`src/rtl/hs32_mem_arbiter_if.sv`:
```
// hs32_mem_arbiter_if: fetch, execute and external memory signals of the hs32 memory arbiter.
interface hs32_mem_arbiter_if;
    logic [31:0] addr_f;
    logic [31:0] dtr_f;
    logic        reqm_f;
    logic        ackm_f;
    logic        flush;
    logic [31:0] addr_e;
    logic [31:0] dtw_e;
    logic [31:0] dtr_e;
    logic        rw_e;
    logic        reqm_e;
    logic        ackm_e;
    logic        fault;
    logic [31:0] mem_addr;
    logic [31:0] mem_dtw;
    logic [31:0] mem_dtr;
    logic        mem_rw;
    logic        mem_stb;
    logic        mem_ack;
    modport slave (
        input  addr_f, reqm_f, flush, addr_e, dtw_e, rw_e, reqm_e, mem_dtr, mem_ack,
        output dtr_f, ackm_f, dtr_e, ackm_e, fault, mem_addr, mem_dtw, mem_rw, mem_stb
    );
    modport master (
        output addr_f, reqm_f, flush, addr_e, dtw_e, rw_e, reqm_e, mem_dtr, mem_ack,
        input  dtr_f, ackm_f, dtr_e, ackm_e, fault, mem_addr, mem_dtw, mem_rw, mem_stb
    );
endinterface

```
`src/rtl/hs32_mem_arbiter.sv`:
```
// hs32_mem_arbiter: single-transaction memory bus arbiter, execute priority with fetch starvation limit and timeout.
module hs32_mem_arbiter #(
    parameter int STARVE_MAX = 4,
    parameter int TIMEOUT    = 255
) (
    input logic               clk,
    input logic               reset_n,
    hs32_mem_arbiter_if.slave bus
);
    typedef enum logic [1:0] {IDLE, BUSY, RESP} state_t;
    state_t      state;
    logic [3:0]  starve;
    logic [7:0]  tmo;
    logic        drop;
    logic        win_e;
    logic        grant_e;
    logic        grant_f;
    logic        timed_out;
    logic [31:0] rdata;
    always_comb begin
        grant_e   = bus.reqm_e && (starve < 4'(STARVE_MAX) || !bus.reqm_f || bus.flush);
        grant_f   = !grant_e && bus.reqm_f && !bus.flush;
        timed_out = !bus.mem_ack && tmo == 8'(TIMEOUT - 1);
        rdata     = (bus.mem_ack && !bus.mem_rw) ? bus.mem_dtr : '0;
    end
    always_ff @(posedge clk or negedge reset_n) begin
        if (!reset_n) begin
            state        <= IDLE;
            starve       <= '0;
            tmo          <= '0;
            drop         <= 1'b0;
            win_e        <= 1'b0;
            bus.dtr_f    <= '0;
            bus.ackm_f   <= 1'b0;
            bus.dtr_e    <= '0;
            bus.ackm_e   <= 1'b0;
            bus.fault    <= 1'b0;
            bus.mem_addr <= '0;
            bus.mem_dtw  <= '0;
            bus.mem_rw   <= 1'b0;
            bus.mem_stb  <= 1'b0;
        end else begin
            bus.ackm_f <= 1'b0;
            bus.ackm_e <= 1'b0;
            case (state)
                IDLE: if (grant_e || grant_f) begin
                    state        <= BUSY;
                    bus.mem_stb  <= 1'b1;
                    tmo          <= '0;
                    win_e        <= grant_e;
                    bus.mem_addr <= grant_e ? bus.addr_e : bus.addr_f;
                    bus.mem_dtw  <= grant_e ? bus.dtw_e : '0;
                    bus.mem_rw   <= grant_e && bus.rw_e;
                    // a grant to execute only counts against fetch when fetch was actually eligible
                    starve       <= grant_f ? 4'd0 : starve + 4'(bus.reqm_f && !bus.flush);
                end
                BUSY: begin
                    if (!win_e && bus.flush) drop <= 1'b1;
                    if (bus.mem_ack || timed_out) begin
                        state       <= RESP;
                        bus.mem_stb <= 1'b0;
                        bus.fault   <= timed_out;
                        if (win_e) begin
                            bus.ackm_e <= 1'b1;
                            bus.dtr_e  <= rdata;
                        end else if (!(drop || bus.flush)) begin
                            bus.ackm_f <= 1'b1;
                            bus.dtr_f  <= rdata;
                        end
                    end else begin
                        tmo <= tmo + 8'd1;
                    end
                end
                RESP: begin
                    state     <= IDLE;
                    drop      <= 1'b0;
                    bus.fault <= 1'b0;
                end
                default: state <= IDLE;
            endcase
        end
    end
endmodule
```
`src/flat_wrapper.sv`:
```
// flat-port wrapper written by rule: the top's interface ports become plain ports
module hs32_mem_arbiter_flat 
#(
    parameter int STARVE_MAX = 4,
    parameter int TIMEOUT    = 255
)
  (clk, reset_n, bus_addr_f, bus_reqm_f, bus_flush, bus_addr_e, bus_dtw_e, bus_rw_e, bus_reqm_e, bus_mem_dtr, bus_mem_ack, bus_dtr_f, bus_ackm_f, bus_dtr_e, bus_ackm_e, bus_fault, bus_mem_addr, bus_mem_dtw, bus_mem_rw, bus_mem_stb);
  hs32_mem_arbiter_if bus_i ();
  input logic clk;
  input logic reset_n;
  input wire logic [$bits(bus_i.addr_f)-1:0] bus_addr_f;
  input wire logic [$bits(bus_i.reqm_f)-1:0] bus_reqm_f;
  input wire logic [$bits(bus_i.flush)-1:0] bus_flush;
  input wire logic [$bits(bus_i.addr_e)-1:0] bus_addr_e;
  input wire logic [$bits(bus_i.dtw_e)-1:0] bus_dtw_e;
  input wire logic [$bits(bus_i.rw_e)-1:0] bus_rw_e;
  input wire logic [$bits(bus_i.reqm_e)-1:0] bus_reqm_e;
  input wire logic [$bits(bus_i.mem_dtr)-1:0] bus_mem_dtr;
  input wire logic [$bits(bus_i.mem_ack)-1:0] bus_mem_ack;
  output wire logic [$bits(bus_i.dtr_f)-1:0] bus_dtr_f;
  output wire logic [$bits(bus_i.ackm_f)-1:0] bus_ackm_f;
  output wire logic [$bits(bus_i.dtr_e)-1:0] bus_dtr_e;
  output wire logic [$bits(bus_i.ackm_e)-1:0] bus_ackm_e;
  output wire logic [$bits(bus_i.fault)-1:0] bus_fault;
  output wire logic [$bits(bus_i.mem_addr)-1:0] bus_mem_addr;
  output wire logic [$bits(bus_i.mem_dtw)-1:0] bus_mem_dtw;
  output wire logic [$bits(bus_i.mem_rw)-1:0] bus_mem_rw;
  output wire logic [$bits(bus_i.mem_stb)-1:0] bus_mem_stb;
  assign bus_i.addr_f = bus_addr_f;
  assign bus_i.reqm_f = bus_reqm_f;
  assign bus_i.flush = bus_flush;
  assign bus_i.addr_e = bus_addr_e;
  assign bus_i.dtw_e = bus_dtw_e;
  assign bus_i.rw_e = bus_rw_e;
  assign bus_i.reqm_e = bus_reqm_e;
  assign bus_i.mem_dtr = bus_mem_dtr;
  assign bus_i.mem_ack = bus_mem_ack;
  assign bus_dtr_f = bus_i.dtr_f;
  assign bus_ackm_f = bus_i.ackm_f;
  assign bus_dtr_e = bus_i.dtr_e;
  assign bus_ackm_e = bus_i.ackm_e;
  assign bus_fault = bus_i.fault;
  assign bus_mem_addr = bus_i.mem_addr;
  assign bus_mem_dtw = bus_i.mem_dtw;
  assign bus_mem_rw = bus_i.mem_rw;
  assign bus_mem_stb = bus_i.mem_stb;
  hs32_mem_arbiter #(.STARVE_MAX(STARVE_MAX), .TIMEOUT(TIMEOUT)) u_core (.clk(clk), .reset_n(reset_n), .bus(bus_i));
endmodule
```
`config.mk`:
```
export PLATFORM = sky130hd
export DESIGN_NAME = hs32_mem_arbiter_flat
export DESIGN_NICKNAME = d
export VERILOG_FILES = /design/src/rtl/hs32_mem_arbiter_if.sv /design/src/rtl/hs32_mem_arbiter.sv /design/src/flat_wrapper.sv
export SDC_FILE = /design/constraint.sdc
export NUM_CORES = 1
export LEC_CHECK = 0
export CAP_MARGIN = 40
export CORE_UTILIZATION = 31
export CTS_CLUSTER_DIAMETER = 50
export CTS_CLUSTER_SIZE = 25
export DETAILED_ROUTE_END_ITERATION = 8
export MAX_ROUTING_LAYER = met4
export PLACE_DENSITY = 0.71
export SETUP_SLACK_MARGIN = 0.15
export SYNTH_ARGS = -nofsm -noshare
export SYNTH_HDL_FRONTEND = slang
export SYNTH_SLANG_ARGS = --single-unit
```
`constraint.sdc`:
```
create_clock -name clk -period 1.6 [get_ports clk]
set_input_delay 0.4 -clock clk [delete_from_list [all_inputs] [get_ports clk]]
set_output_delay 0.4 -clock clk [all_outputs]
set_load 0.005 [all_outputs]
```
-- After elaboration in Yosys (flattened, before gate mapping)
Cells that the tools add are included.
- register bits after elaboration: 149
- input port bits: 135
- output and inout port bits: 133
- logic and storage cells: 80
- $add $sub $neg: 2
- order comparisons: 1
- equality and inequality tests: 7
- muxes and demuxes: 24
- bitwise operators: 2
- reductions and logical operators: 30
- operator list (cell ; count):
    2-to-1 mux 32 bit ; 3
    2-to-1 mux 8 bit ; 2
    case mux 8 bit (2 select lines) ; 1
    2-to-1 mux 1 bit ; 11
    AND reduction 3 bit ; 3
    adder 8 x 1 -> 8 bit, second input constant ; 1
    == test 8 bit, second input constant ; 1
    logical AND 1 bit ; 8
    AND reduction 2 bit ; 4
    logical NOT 1 bit ; 6
    != test 2 x 1 -> 1 bit, second input constant ; 3
    case mux 1 bit (2 select lines) ; 3
    logical OR 1 bit ; 5
    adder 4 x 1 -> 4 bit ; 1
    < comparator 4 x 3 -> 1 bit, second input constant ; 1
    2-to-1 mux 2 bit ; 2
    2-to-1 mux 4 bit ; 1
    case mux 2 bit (2 select lines) ; 1
    AND reduction 4 bit ; 1
    nonzero test 2 bit ; 2
    == test 2 x 1 -> 1 bit, second input constant ; 1
    == test 2 bit, second input constant ; 1
    logical NOT 2 bit ; 1
    != test 2 bit, second input constant ; 1
    inverter 1 bit ; 2

-- Longest topological paths before layout
Gate-level depths: netlist (run 1).
- depth in word-level cells: 10
- mapped depth: 7
- depth with buffers taken out: 7

-- Worst setup path before layout (run 1)
Ideal clock, no wire load.
- kind: register to register
- from: register u_core.tmo[0]
- to: register u_core.bus.dtr_f[10]
- setup time: 0.122 ns
- arrival time: 1.455 ns
- data required time: 1.478 ns
- slack: 0.023 ns
- cell stages (with the launch flop): 8
- buffers on the path: 1
- clock period less this slack: 1.577 ns
- cells stage by stage: dfrtp_1 inv_1 ha_1 nand3_1 o21bai_1 nand2_1 buf_2 a32o_1
- cells in the longest elaborated chain, start to end: 4
- ends and longest elaborated chain (element ; RTL line ; text):
    start: declaration ; hs32_mem_arbiter.sv:13 ; logic [7:0] tmo;
    start signal: assignment ; hs32_mem_arbiter.sv:71 ; tmo <= tmo + 8'd1;
    == test 8 bit ; hs32_mem_arbiter.sv:23 ; timed_out = !bus.mem_ack && tmo == 8'(TIMEOUT - 1);
    logical AND 1 bit ; hs32_mem_arbiter.sv:23 ;
    logical OR 1 bit ; hs32_mem_arbiter.sv:59 ; if (bus.mem_ack || timed_out) begin
    AND reduction 4 bit (no source line) ; n/a ;
    end signal: assignment ; hs32_mem_arbiter.sv:68 ; bus.dtr_f <= rdata;
    end: declaration ; hs32_mem_arbiter_if.sv:23 ; output dtr_f, ackm_f, dtr_e, ackm_e, fault, mem_addr, mem_dtw, mem_rw, mem_stb
No other way between the ends.
A chain may end at the register's enable or synchronous reset.

-- Final worst setup path (run 1)
- from: register u_core.state[1]
- to: register u_core.bus.dtr_f[27]
- cells in the longest elaborated chain, start to end: 2
- ends and longest elaborated chain (element ; RTL line ; text):
    start: declaration ; hs32_mem_arbiter.sv:11 ; state_t state;
    start signal: assignment ; hs32_mem_arbiter.sv:28 ; state <= IDLE;
    start signal: assignment ; hs32_mem_arbiter.sv:47 ; state <= BUSY;
    start signal: assignment ; hs32_mem_arbiter.sv:60 ; state <= RESP;
    == test 2 x 1 -> 1 bit ; hs32_mem_arbiter.sv:45 ; case (state)
    AND reduction 4 bit (no source line) ; n/a ;
No other way between the ends.

==> key figures, run 1 <==
CTS
  – Clock-pin slew on the worst setup and hold paths: ~0.070 ns
  – Max Root-Sink Buffers: 2
  – Root buffer cell: clkbuf_16
  – # H-tree levels: 4
  – Sink Count: roughly 150
  – CTS tree: built
  – Clk Latency, worst-skew pair: roughly 0.42 ns
  – Cts bufs inserted: 17

Power
  – Peak VDD IR: 0.945 mV
  – Total Power: 17.6 mW
  – P per Cell Area: 1720 mW/mm^2
  – Pleak: 4.71 nW

Synth
  – Mux contribution to synthesized area: under 10%
  – YS warnings: 0
  – Post-synthesis xor/xnor area fraction: 0%
  – Post-Syn Nets: 597
  – Sequential-to-total area share from yosys stat: between 60% and 70%
  – Average size of a mapped cell: roughly 13 um^2
  – Adder-cell share of the synthesized area: 0.841%
  – Number of synthesized flops with an enable pin: 0
  – Largest family of logic cells by synthesized area: compound AO/OA/AOI/OAI gates
  – Compound-gate portion of the synthesized area: 21.3%
  – Synth Area in Simple Gates: roughly 5.8%
  – Post-Syn Area: 0.00595 mm^2
  – Distinct cells, synth: 40
  – Register bit count reported by yosys: 149
  – Synth async-reset ratio: 100%
  – Prevailing post-synth register cell: dfrtp_1
  – Post-Syn Instances: between 400 and 500

Layout
  – Antenna Cells: 0
  – Layout cells sized above 1: between 20% and 30%
  – P&R area growth vs syn: 71.9%
  – Layout Nets: ~940

Global route
  – Initial antenna violation count: 0
  – Remaining global-route overflow: 0
  – Total global-route track usage: about 19%
  – Vias in the first global route: 5596
  – First-pass GRT wire length: 29000 um
  – Pin count of the biggest net entering global routing: 65

Setup path
  – Crit path kind: reg2reg
  – CP peak stage delay: 0.48 ns
  – Worst path cell trace: nor2b_4 -> nor4b_4 -> nand2_4 -> buf_12 -> a32o_1
  – Critical path's top delay family: simple AND/OR/NAND/NOR gates
  – Worst Path Required: 1.90 ns
  – Reg2Reg Depth: 5
  – Crit. End Element: register
  – Worst Setup Start Kind: register
  – R2r setup slk: approximately 0.049 ns
  – R2r startpoint: u_core.state[1]
  – Crit Reg-Reg Endpoint: u_core.bus.dtr_f[27]
  – Worst path arrival time: about 1.9 ns
  – Worst-path fanout max: 33
  – Worst Path Buf+Inv: 1
  – Critical path's slowest cell: dfrtp_2

Drt
  – Remaining antenna violation count after routing: 0
  – Pre-Repair DR Iteration Count: 5
  – DR iter-0 viols: 228
  – Post-Route WL: 19600 um
  – WL per Instance: approximately 19 um
  – Via Count: 5432
  – DR vias/cell: 5.16
  – Drt drc: 0

Floorplanning
  – Die W: roughly 140 um
  – Initial Util: a little under a third
  – IO Count: about 270
  – Die area: between 0.015 and 0.02 mm^2
  – Core Footprint: 0.0188 mm^2
  – FP Rows: 50
  – Die Y-Extent: approximately 140 um

Place
  – DP HPWL: roughly 12000 um
  – Buffers added on ports: between 200 and 300
  – Placer Congestion: between 0.7 and 0.8

Timing
  – F_max: between 600 and 700 MHz
  – Final Skew: a little under 0.008 ns
  – Worst slew pin tran: roughly 0.34 ns
  – Final period utilization: a little over nine tenths
  – Slew Limit Fails: 0
  – Minimum clock period: about 1.6 ns
  – Unrepaired setup endpoints after global routing: true
  – Fin Hold WS: just under 0.4 ns
  – Final setup viols: 0
  – Max-slew headroom at the worst pin: 77.6%
  – Setup TNS: 0 ns
  – Final Hold Viols: 0

Hold path
  – Min-Delay Path Class: in2async

Status
  – Status: finished clean

Flow run
  – Maxcap violations: 0
-- Yosys cell counts, types with 2 or more instances --
library cell,number,area share (%)
a21oi_1,34,2.9
a22o_1,35,5.2
a32o_1,64,11
and2_1,2,0.21
buf_2,20,1.7
buf_6,3,0.57
clkbuf_1,14,0.88
dfrtp_1,149,63
ha_1,4,0.84
inv_1,6,0.38
mux2i_1,34,5.7
nand2_1,11,0.69
nand3_1,7,0.59
nand4_1,2,0.21
nor2_1,37,2.3
nor3b_1,2,0.25
o211ai_1,4,0.50
o21ai_0,6,0.50
o21ai_1,2,0.17
o31ai_1,2,0.25
-- stage by stage --
step                      utilization, %  worst slack, ns  instances  cell area [um^2]
after global placement              48.9           -0.528        955              9180
after detailed placement            48.9           -0.633        955              9180
final                               54.5           0.0487       1052             10200
after CTS                           54.2           0.0775       1033             10200
after floorplan                        -           0.0960        458              6050
after global routing                54.5          -0.0158       1052             10200
-- how the worst max path moves through the flow --
stage	startpoint	slack, ns	cells after the start	endpoint
after detailed placement	bus_flush	-0.63	7	u_core.bus.mem_addr[6]
after global placement	bus_flush	-0.53	7	u_core.bus.mem_addr[31]
after floorplan	u_core.tmo[0]	0.1	7	u_core.bus.dtr_f[10]
after global routing	u_core.tmo[0]	-0.02	7	u_core.bus.dtr_e[27]
after CTS	u_core.tmo[0]	0.08	7	u_core.bus.dtr_e[27]
final	u_core.state[1]	0.05	5	u_core.bus.dtr_f[27]
-- state kept, by name, summed over array words and instances (netlist names), 2 cells and up --
register / flops
u_core.starve: 4
u_core.tmo: 8
u_core.bus.dtr_f: 32
u_core.bus.mem_dtw: 32
u_core.state: 2
u_core.bus.mem_addr: 32
u_core.bus.dtr_e: 32
-- cells in the final DEF, fill, tap and decap left out, types with 5 or more instances in the layout --
cell / instances
a21oi_1: 32
a22o_1: 35
a32o_1: 64
buf_12: 13
buf_2: 17
buf_4: 70
buf_6: 8
clkbuf_16: 23
clkbuf_2: 58
clkdlybuf4s15_1: 58
clkdlybuf4s50_1: 130
dfrtp_1: 147
inv_1: 5
mux2i_1: 27
nand2_1: 9
nand3_1: 6
nor2_1: 35
o21ai_0: 6
-- layout make-up --
cell class	instances	area, um^2
Clock buffer	18	439
Clock inverter	14	165
Fill cell	1554	8540
Inverter	7	26.3
Multi-Input combinational cell	264	2200
Sequential cell	149	3730
Tap cell	234	293
Timing Repair Buffer	366	3370
-- timing repair --
action                     CTS  global route
hold buffers                 1             0
pin swaps                    3            35
setup buffers               43            13
hold endpoints to repair    19             0
gates cloned                 2             6
gates resized for setup    302            97
setup endpoints to repair  271           215
-- report_power, final --
part	switching (mW)	internal, mW
Sequential	0.956	5.38
Clock	1.72	2.39
Combinational	2.95	4.17
-- metal layers --
| metal | track usage [%] | routed length [um] |
|---|---|---|
| met4 | 6.52 | 323 |
| met1 | 22.1 | 7820 |
| met3 | 6.02 | 1580 |
| met5 | - | 0 |
| met2 | 32.6 | 9870 |
-- kinds of logic (layout without fill, tap and decap cells) --
family / Yosys count / after routing
buffers and inverters: 45 / 405
AO/OA/AOI/OAI: 155 / 155
adder cells (fa/ha/maj): 4 / 4
flip-flops: 149 / 149
multiplexers: 34 / 34
AND/OR/NAND/NOR: 71 / 71
Power figures use the tool's default switching activity.
==> run 2, diff against run 1 <==
--- a/config.mk
+++ b/config.mk
@@ -10,7 +10,6 @@
 export CTS_CLUSTER_DIAMETER = 50
 export CTS_CLUSTER_SIZE = 25
 export DETAILED_ROUTE_END_ITERATION = 8
-export MAX_ROUTING_LAYER = met4
 export PLACE_DENSITY = 0.71
 export SETUP_SLACK_MARGIN = 0.15
 export SYNTH_ARGS = -nofsm -noshare
==> run 2 against run 1 <==
Compared with the run above:
- maximum frequency fell by 0.71%
- global-route usage fell by 0.62 points
- final cell count about the same
- non-clock buffer count down 1
- critical endpoint unchanged
- clock-buffer cell count unchanged
- core utilization barely moved
- sequential share of layout area hardly changed
- first-iteration DRC count decreased by 1.8%
- hold slack hardly changed
- combinational power barely moved
- critical path depth did not move
- register-to-register slack is essentially flat
==> key figures, run 2 (synthesized netlist as in run 1, its figures left out) <==
CTS
  – Root buffer cell: clkbuf_16 (unchanged)
  – Clock-pin slew on the worst setup and hold paths: 0.07 ns (about the same)
  – CTS tree: built (unchanged)
  – Sink Count: 149 (unchanged)
  – Clk Latency, worst-skew pair: 0.42 ns (about the same)
  – Max Root-Sink Buffers: 2 (unchanged)
  – Cts bufs inserted: 17 (unchanged)
  – # H-tree levels: 4 (unchanged)

Layout
  – Commonest non-fill, non-tap cell in the layout: dfrtp_1 (unchanged)
  – Layout Nets: 943 (was 944)
  – Layout cells sized above 1: 28.6% (was 29.1%)
  – Antenna Cells: 0 (unchanged)
  – Util after Layout: 54.5% (about the same)
  – Design area: 0.0102 mm^2 (about the same)
  – Most frequent cells in the layout: 147 x dfrtp_1, 130 x clkdlybuf4s50_1, 70 x buf_4 (unchanged)
  – Fillers: 1551 (was 1554)
  – Finished Layout Cells: 1051 (was 1052)
  – P&R area growth vs syn: 72.0% (was 71.9%)

Setup path
  – Worst Path Buf+Inv: 1 (unchanged)
  – Worst Path Required: 1.90 ns (about the same)
  – Reg2Reg Depth: 5 (unchanged)
  – Critical path's top delay family: simple AND/OR/NAND/NOR gates (unchanged)
  – Worst Setup Start Kind: register (unchanged)
  – R2r setup slk: 0.04 ns (was 0.05 ns)
  – Crit path kind: reg2reg (unchanged)
  – Worst-path fanout max: 33 (unchanged)
  – Worst path cell trace: nor2b_4 -> nor4b_4 -> nand2_4 -> buf_12 -> a32o_1 (unchanged)
  – Critical path's slowest cell: dfrtp_2 (unchanged)
  – Crit path from: u_core.state[1] (unchanged)
  – Worst path arrival time: 1.86 ns (was 1.85 ns)
  – CP peak stage delay: 0.48 ns (about the same)
  – R2r startpoint: u_core.state[1] (unchanged)
  – Crit Reg-Reg Endpoint: u_core.bus.dtr_f[27] (unchanged)
  – Crit. End Element: register (unchanged)

Timing
  – Setup TNS: 0 ns (unchanged)
  – Minimum clock period: 1.56 ns (was 1.55 ns)
  – Fin Hold WS: 0.398 ns (about the same)
  – Final Hold Viols: 0 (unchanged)
  – Unrepaired setup endpoints after global routing: true (unchanged)
  – Final Skew: 0.00812 ns (was 0.00793 ns)
  – Worst setup margin: 0.0376 ns (was 0.0487 ns)
  – Slew Limit Fails: 0 (unchanged)
  – Final period utilization: 97.7% (was 97.0%)
  – Worst slew pin tran: 0.337 ns (was 0.336 ns)
  – Final setup viols: 0 (unchanged)
  – Max-slew headroom at the worst pin: 77.5% (was 77.6%)
  – F_max: 640 MHz (was 645 MHz)

Place
  – Place WS: -0.633 ns (unchanged)
  – Placed Area: 0.00918 mm^2 (unchanged)
  – DP HPWL: 12300 um (unchanged)
  – Placer Congestion: 0.776 (was 0.787)
  – Dpl cells: 955 (unchanged)
  – Buffers added on ports: 267 (unchanged)

Drt
  – DR vias/cell: 5.14 (was 5.16)
  – Drt drc: 0 (unchanged)
  – Remaining antenna violation count after routing: 0 (unchanged)
  – WL per Instance: 18.6 um (about the same)
  – DR iter-0 viols: 224 (was 228)
  – Via Count: 5403 (was 5432)
  – Pre-Repair DR Iteration Count: 5 (unchanged)
  – Post-Route WL: 19600 um (about the same)

Global route
  – Total global-route track usage: 18.8% (was 19.5%)
  – Vias in the first global route: 5591 (was 5596)
  – Remaining global-route overflow: 0 (unchanged)
  – Initial antenna violation count: 0 (unchanged)
  – First-pass GRT wire length: 29000 um (about the same)
  – Pin count of the biggest net entering global routing: 65 (unchanged)

Floorplanning
  – Die Y-Extent: 141 um (unchanged)
  – IO Count: 268 (unchanged)
  – Die W: 141 um (unchanged)
  – Die area: 0.0197 mm^2 (unchanged)
  – Core Footprint: 0.0188 mm^2 (unchanged)
  – FP Rows: 50 (unchanged)
  – Initial Util: 31.7% (unchanged)

Flow run
  – Maxcap violations: 0 (unchanged)

Power
  – Pleak: 4.70 nW (was 4.71 nW)
  – Peak VDD IR: 0.941 mV (was 0.945 mV)
  – P per Cell Area: 1720 mW/mm^2 (about the same)
  – Total Power: 17.6 mW (about the same)

Hold path
  – Min-Delay Path Class: in2async (unchanged)

Status
  – Status: finished clean (unchanged)
[run 2: worst max-delay path by stage]
stage,slack [ns],end,depth (start not counted)
6_report,0.04,u_core.bus.dtr_f[27],5
5_1_grt,-0.02,u_core.tmo[7],4
2_1_floorplan,0.1,u_core.bus.dtr_f[10],7
3_5_place_dp,-0.63,u_core.bus.mem_addr[6],7
4_1_cts,0.08,u_core.bus.dtr_e[27],7
3_3_place_gp,-0.53,u_core.bus.mem_addr[31],7
[run 2: routing by layer]
layer / track usage, % / vias to the layer above / part of all wire (%)
met5: 0 / - / 0
met4: 6.69 / 0 / 1.7
met3: 7.04 / 27 / 8.6
met2: 32.7 / 221 / 50
met1: 21.2 / 2704 / 39
li1: - / 2451 / -
[run 2: worst register-to-register path, delay by kind of cell, from the launching register on]
kind            cells  cell delay, ns
compound gates      1            0.24
buf+inv             1            0.17
flops               1            0.48
simple gates        3            0.55
[run 2: timing repair]
item,CTS,global route
hold buffers,1,0
cloned,2,6
pin swaps,3,35
setup endpoints to repair,271,211
resized for setup,302,93
hold endpoints to repair,19,0
setup buffers,43,12
[run 2: final cells by class]
type | count | area [um^2] | area share, %
Sequential cell | 149 | 3730 | 36.5
Inverter | 7 | 26.3 | 0.257
Timing Repair Buffer | 365 | 3380 | 33.0
Clock buffer | 18 | 439 | 4.29
Tap cell | 234 | 293 | 2.86
Clock inverter | 14 | 165 | 1.61
Multi-Input combinational cell | 264 | 2200 | 21.5
[run 2: report_power, final]
group	switching [mW]	leakage [nW]	internal, mW
Clock	1.72	0.295	2.39
Sequential	0.954	1.88	5.38
Combinational	2.95	2.53	4.17
Total	5.62	4.70	11.9
==> run 3, diff against run 2 <==
--- a/config.mk
+++ b/config.mk
@@ -5,7 +5,7 @@
 export SDC_FILE = /design/constraint.sdc
 export NUM_CORES = 1
 export LEC_CHECK = 0
-export CAP_MARGIN = 40
+export CAP_MARGIN = 15
 export CORE_UTILIZATION = 31
 export CTS_CLUSTER_DIAMETER = 50
 export CTS_CLUSTER_SIZE = 25
==> results of run 3 <==
Same layout as run 2: the final DEF is identical, and so are final timing and power.
